**config.mk**
```make
export PLATFORM = sky130hd
export DESIGN_NAME = max7219_rx
export DESIGN_NICKNAME = d
export VERILOG_FILES = /design/src/rtl/max7219_rx.sv
export SDC_FILE = /design/constraint.sdc
export NUM_CORES = 1
export LEC_CHECK = 0
export CORE_UTILIZATION = 40
export DETAILED_ROUTE_END_ITERATION = 10
export SYNTH_ARGS = -nofsm -noshare
export SYNTH_HDL_FRONTEND = slang
export SYNTH_SLANG_ARGS = --single-unit
```
**constraint.sdc**
```tcl
create_clock -name clock -period 6.1 [get_ports clock]
set_input_delay 0.915 -clock clock [delete_from_list [all_inputs] [get_ports clock]]
set_output_delay 0.915 -clock clock [all_outputs]
set_load 0.02 [all_outputs]
```
**src/rtl/max7219_rx.sv**
```systemverilog
// -----------------------------------------------------------------------------
// max7219_rx
//
// Receiver for the MAX7219 three-wire display link (max_sck / max_load /
// max_din). The link is oversampled on the system clock, 16-bit frames are
// decoded into a shadow copy of the MAX7219 register file, and the digit and
// control registers are exposed for checking display traffic without the
// physical driver.
//
// Ports:
//   clock        in   system clock, sole clock domain
//   reset        in   synchronous, active-high; clears all state
//   max_sck      in   serial clock (asynchronous)
//   max_load     in   latch strobe (asynchronous)
//   max_din      in   serial data, MSB first (asynchronous)
//   rd_addr      in   [2:0] digit register index for readback
//   rd_data      out  [7:0] registered contents of digit rd_addr (1-cycle latency)
//   decode_mode  out  [7:0] register 0x9
//   intensity    out  [3:0] register 0xA bits [3:0]
//   scan_limit   out  [2:0] register 0xB bits [2:0]
//   shutdown_n   out  register 0xC bit 0 (0 = shutdown)
//   display_test out  register 0xF bit 0
//   frame_valid  out  one-cycle pulse when a frame is accepted
//   frame_addr   out  [3:0] address of the last accepted frame
//   frame_data   out  [7:0] data of the last accepted frame
//   frame_err    out  one-cycle pulse when a frame is rejected
//
// Configuration macro:
//   MAX7219_RX_STRICT_EN  when defined, a frame is accepted only with exactly
//                         16 bits shifted; otherwise 16 or more bits are
//                         accepted using the last 16 (daisy-chain behaviour).
// -----------------------------------------------------------------------------
module max7219_rx (
   input  logic       clock,
   input  logic       reset,
   input  logic       max_sck,
   input  logic       max_load,
   input  logic       max_din,
   input  logic [2:0] rd_addr,
   output logic [7:0] rd_data,
   output logic [7:0] decode_mode,
   output logic [3:0] intensity,
   output logic [2:0] scan_limit,
   output logic       shutdown_n,
   output logic       display_test,
   output logic       frame_valid,
   output logic [3:0] frame_addr,
   output logic [7:0] frame_data,
   output logic       frame_err
);

   // Synchronizer chains: [0] and [1] form the 2-FF synchronizer, [2] is the
   // history flop used for rise detection.
   logic [2:0] sck_sync;
   logic [2:0] load_sync;
   logic [2:0] din_sync;

   // Only the low 12 bits of a frame are ever decoded (address + data); the
   // top nibble of the 16-bit word is ignored, so it is not stored.
   logic [11:0] shreg;
   logic [4:0]  bitcnt;

   logic [7:0] digits [8];

   logic        sck_rise;
   logic        load_rise;
   logic [11:0] shreg_next;
   logic [4:0]  bitcnt_next;
   logic        frame_ok;
   logic        accept;
   logic        reject;
   logic [3:0]  dec_addr;
   logic [7:0]  dec_data;

   assign sck_rise  = sck_sync[1]  & ~sck_sync[2];
   assign load_rise = load_sync[1] & ~load_sync[2];

   // The shift is resolved first so a LOAD rise in the same cycle as the
   // final SCK rise latches the completed frame.
   always_comb begin
      // NOTE: every combinational output gets a default first so no latch is inferred.
      shreg_next  = shreg;
      bitcnt_next = bitcnt;
      if (sck_rise) begin
         shreg_next = {shreg[10:0], din_sync[1]};
         if (bitcnt != 5'd31)
            bitcnt_next = bitcnt + 5'd1;
      end
`ifdef MAX7219_RX_STRICT_EN
      frame_ok = (bitcnt_next == 5'd16);
`else
      frame_ok = (bitcnt_next >= 5'd16);
`endif
      accept   = load_rise &  frame_ok;
      reject   = load_rise & ~frame_ok;
      dec_addr = shreg_next[11:8];
      dec_data = shreg_next[7:0];
   end

   always_ff @(posedge clock) begin
      if (reset) begin
         sck_sync     <= '0;
         load_sync    <= '0;
         din_sync     <= '0;
         shreg        <= '0;
         bitcnt       <= '0;
         // NOTE: the digit store is a small register bank, not a RAM, so it is
         // cleared on reset like any other state.
         for (int i = 0; i < 8; i++)
            digits[i] <= 8'h00;
         decode_mode  <= 8'h00;
         intensity    <= 4'h0;
         scan_limit   <= 3'd0;
         shutdown_n   <= 1'b0;
         display_test <= 1'b0;
         rd_data      <= 8'h00;
         frame_valid  <= 1'b0;
         frame_err    <= 1'b0;
         frame_addr   <= 4'h0;
         frame_data   <= 8'h00;
      end else begin
         // NOTE: sequential state uses non-blocking assignments only, so every
         // flop samples the pre-edge values of its sources.
         sck_sync    <= {sck_sync[1:0],  max_sck};
         load_sync   <= {load_sync[1:0], max_load};
         din_sync    <= {din_sync[1:0],  max_din};

         shreg       <= shreg_next;
         bitcnt      <= load_rise ? 5'd0 : bitcnt_next;
         frame_valid <= accept;
         frame_err   <= reject;

         // Reads the pre-write value when the same digit is written this cycle.
         rd_data     <= digits[rd_addr];

         if (accept) begin
            frame_addr <= dec_addr;
            frame_data <= dec_data;
            for (int i = 0; i < 8; i++)
               if (dec_addr == 4'(i + 1))
                  digits[i] <= dec_data;
            case (dec_addr)
               4'h9:    decode_mode  <= dec_data;
               4'hA:    intensity    <= dec_data[3:0];
               4'hB:    scan_limit   <= dec_data[2:0];
               4'hC:    shutdown_n   <= dec_data[0];
               4'hF:    display_test <= dec_data[0];
               default: ; // no-op, digits, and 0xD/0xE write nothing here
            endcase
         end
      end
   end

endmodule

```
==> impl_metrics.toml <==
[clock_tree]
cts_num_sinks = 128
clk_pin_slew_ns = 0.05
hold_buffers = 0
cts_setup_buffers = 0
insertion_delay_ns = 0.41
clk_path_buf_depth = 2
cts_made_buffers = 17
root_buffer = "clkbuf_16"
htree_levels = 4
cts_resized = 0
cts_tree = "done"

[setup_path]
worst_ep_arrival_time_ns = 2.87
rr_worst_depth = 4
critPathMaxStageDelay_ns = 0.99
cp_num_buf_inv = 0
crit_required_ns = 6.12
cp-start-kind = "flip-flop"
crit_type = "flip-flop to flip-flop"
slowest_stage = "o21ai_0"
cp_top_family = "compound AO/OA/AOI/OAI gates"
timing.rr.start = "sck_sync[1]$_SDFF_PP0_"
crit_chain = "nand2b_2 > o21bai_2 > nand3_1 > o21ai_0"
end_kind = "flip-flop"
cp_max_fo = 13
timing.rr.end = "digits[6][4]$_DFFE_PP_"
r2r_setup_slack_ns = 3.25

[pwr]
power_frac_seq = 0.447
p_comb_frac = 0.034
switchingPower_uw = 399
clockPowerShare = 0.519
p_int_uw = 1690
ir_worst_vdd_v = 0.000186
cellPowerDensity_mw_per_mm2 = 327
p_leak_uw = 0.00238
netSwitchingFraction = 0.191

[timing]
tightestPinTransition_ns = 1.14
rsz0062_at_grt = "no"
period_minus_slack_ns = 2.85
fin_ws_ns = 3.25
fin_setup_tns_ns = 0
setup_viol_count_final = 0
clock.fmax_mhz = 351
final_hold_viol_count = 0
fin_skew_ns = 0.00854
maxSlewViolCount = 0
slew_headroom = 0.234
post-route-period-util = 0.466

[synth]
synth_edf_count = 64
synth_nets = 435
synth_area_mm2 = 0.00519
synthMuxAreaShare = 0.142
ys_async_sr_fraction = 0
ys_ff_latch = 128
synth_fa_ha_area_frac = 0.00241
synth_top_family_by_area = "simple AND/OR/NAND/NOR gates"
synthXorXnorAreaFrac = 0.00506
avgSynthCellArea_um2 = 12.2
ys_seq_area_frac = 0.617
synthCells = 426
synthesis.yosys.warnings = 0
synth-compound-area-share = 0.0429
synth-simple-area-share = 0.156
yosysUniqueCellTypes = 42
synth_ff_type = "edfxtp_1"

[placed_design]
dpl.hpwl_um = 8420
io_buffers = 46
gp_congestion = 0.794
dp_slack_ns = 3.03

[cells_and_area]
antennaDiodeCount = 0
syn2layout_area_growth_pct = 23.1
nNetsFinal = 473
layout-drive-gt1-share = 0.138
final_core_util = 0.507
fillers = 1133

[status]
status = "completed"

[floorplan]
coreArea_mm2 = 0.0126
dieArea_mm2 = 0.0134
fp-row-count = 41
start_util = 0.411
ioPinCount = 47
dieHeight_um = 116
die_w_um = 116

[global_route]
track_usage = 0.190
grt_pass1_vias = 3202
antenna_found_initial = 0
grt_max_degree = 58
overflow = 0
grt_pass1_wl_um = 17700

[worst_hold_path]
hp-start = "load_sync[0]$_SDFF_PP0_"
min_to = "load_sync[1]$_SDFF_PP0_"
hold_depth = 1
min_path_type = "flip-flop to flip-flop"

[route]
ant_nets = 0
firstDrtPassIters = 4
route.detailed.drc = 0
drt_wl_total_um = 11700
via_count = 3302
avgRoutedWirePerCell_um = 18.0
avgViaCountPerCell = 5.09
drtIter0Drc = 258

[run]
maxCapViolations = 0
-- layout make-up --
| class | instances | area, µm² | area share |
|---|---|---|---|
| Sequential cell | 128 | 3200 | 0.501 |
| Multi-Input combinational cell | 256 | 1810 | 0.284 |
| Timing Repair Buffer | 49 | 478 | 0.0748 |
| Clock buffer | 21 | 450 | 0.0705 |
| Tap cell | 172 | 215 | 0.0337 |
| Clock inverter | 11 | 186 | 0.0292 |
| Inverter | 12 | 45.0 | 0.00705 |
-- cells in the mapped netlist, types with 3 or more instances --
library cell | number | area, µm²
a21oi_1 | 4 | 20.0
mux4_2 | 16 | 360
inv_1 | 12 | 45.0
xor2_1 | 3 | 26.3
mux2_2 | 4 | 45.0
o21ai_0 | 7 | 35.0
nand3_1 | 18 | 90.1
or3b_1 | 5 | 43.8
mux2i_1 | 33 | 330
nor3_1 | 3 | 15.0
dfxtp_1 | 64 | 1280
nor2b_1 | 15 | 93.8
nand2_1 | 22 | 82.6
a211oi_1 | 13 | 97.6
nand2b_1 | 4 | 25.0
clkbuf_1 | 22 | 82.6
edfxtp_1 | 64 | 1920
or2_2 | 6 | 37.5
buf_2 | 4 | 20.0
nor2_1 | 78 | 293
-- power groups by stage --
stage	sequential [µW]	combinational (µW)	clock (µW)
3_5_place_dp	952	72.2	0
3_3_place_gp	952	70.3	0
2_1_floorplan	949	48.4	0
4_1_cts	934	72.4	1100
5_1_grt	935	78.1	1140
6_report	934	71.5	1080
-- kinds of logic after synthesis --
| kind of cell | after synthesis |
|---|---|
| simple gates | 167 |
| fa+ha+maj | 1 |
| mux | 53 |
| xor+xnor | 3 |
| compound gates | 32 |
| flops | 128 |
| buf+inv | 42 |
-- metrics by stage --
stage	hold WS (ns)	power (µW)	cell area, µm²	std cells
floorplan	0.414	998	5190	426
CTS	0.447	2100	6390	649
detailed placement	0.434	1020	5760	617
finish	0.439	2090	6390	649
global route	0.465	2150	6390	649
global placement	0.417	1020	5760	617
-- layout by cell type, fill, tap and decap left out, types with 2 or more instances in the layout --
cell | netlist | layout
or2_2 | 6 | 6
or3b_1 | 5 | 5
or3b_2 | 2 | 2
nand4bb_1 | 2 | 2
mux2i_1 | 33 | 33
and3b_1 | 2 | 2
nor3_1 | 3 | 3
inv_1 | 12 | 12
nand3_1 | 18 | 18
clkdlybuf4s50_1 | 0 | 45
o22ai_1 | 2 | 2
bufinv_16 | 0 | 5
clkinv_2 | 0 | 4
nand2b_1 | 4 | 4
mux2_2 | 4 | 4
nand2_1 | 22 | 22
nor2_1 | 78 | 78
clkbuf_16 | 0 | 17
a21oi_1 | 4 | 4
edfxtp_1 | 64 | 64
and2_1 | 2 | 2
clkbuf_1 | 22 | 3
dfxtp_1 | 64 | 64
xor2_1 | 3 | 3
nand3b_1 | 2 | 2
o21ai_0 | 7 | 7
a211oi_1 | 13 | 13
nor2b_1 | 15 | 15
buf_4 | 1 | 3
mux4_2 | 16 | 16
-- registers in the layout, indices dropped and copies added, names as in the netlist, 3 cells and up, named ones only --
| name | cells |
|---|---|
| decode_mode | 8 |
| digits | 64 |
| frame_addr | 4 |
| frame_data | 8 |
| intensity | 4 |
| load_sync | 3 |
| rd_data | 8 |
| scan_limit | 3 |
| sck_sync | 3 |
| shreg | 12 |
-- metal layers --
layer / track usage / routed length [µm] / vias up
met4: 0.0581 / 121 / 0
met3: 0.0628 / 626 / 6
met2: 0.303 / 5780 / 98
met5: 0 / 0 / -
li1: - / - / 1582
met1: 0.246 / 5190 / 1616
-- worst max path at each step --
stage                              to  slack (ns)                    from  cells past startpoint
2_1_floorplan   rd_data[5]$_SDFF_PP0_        3.84              rd_addr[0]                      5
3_3_place_gp    rd_data[3]$_SDFF_PP0_        3.08              rd_addr[0]                      4
3_5_place_dp    rd_data[5]$_SDFF_PP0_        3.03              rd_addr[0]                      4
4_1_cts        digits[6][4]$_DFFE_PP_        3.21  sck_sync[1]$_SDFF_PP0_                      4
5_1_grt        digits[6][4]$_DFFE_PP_        2.88  sck_sync[1]$_SDFF_PP0_                      4
6_report       digits[6][4]$_DFFE_PP_        3.25  sck_sync[1]$_SDFF_PP0_                      4
No activity file was read; power rests on OpenSTA's default activity.
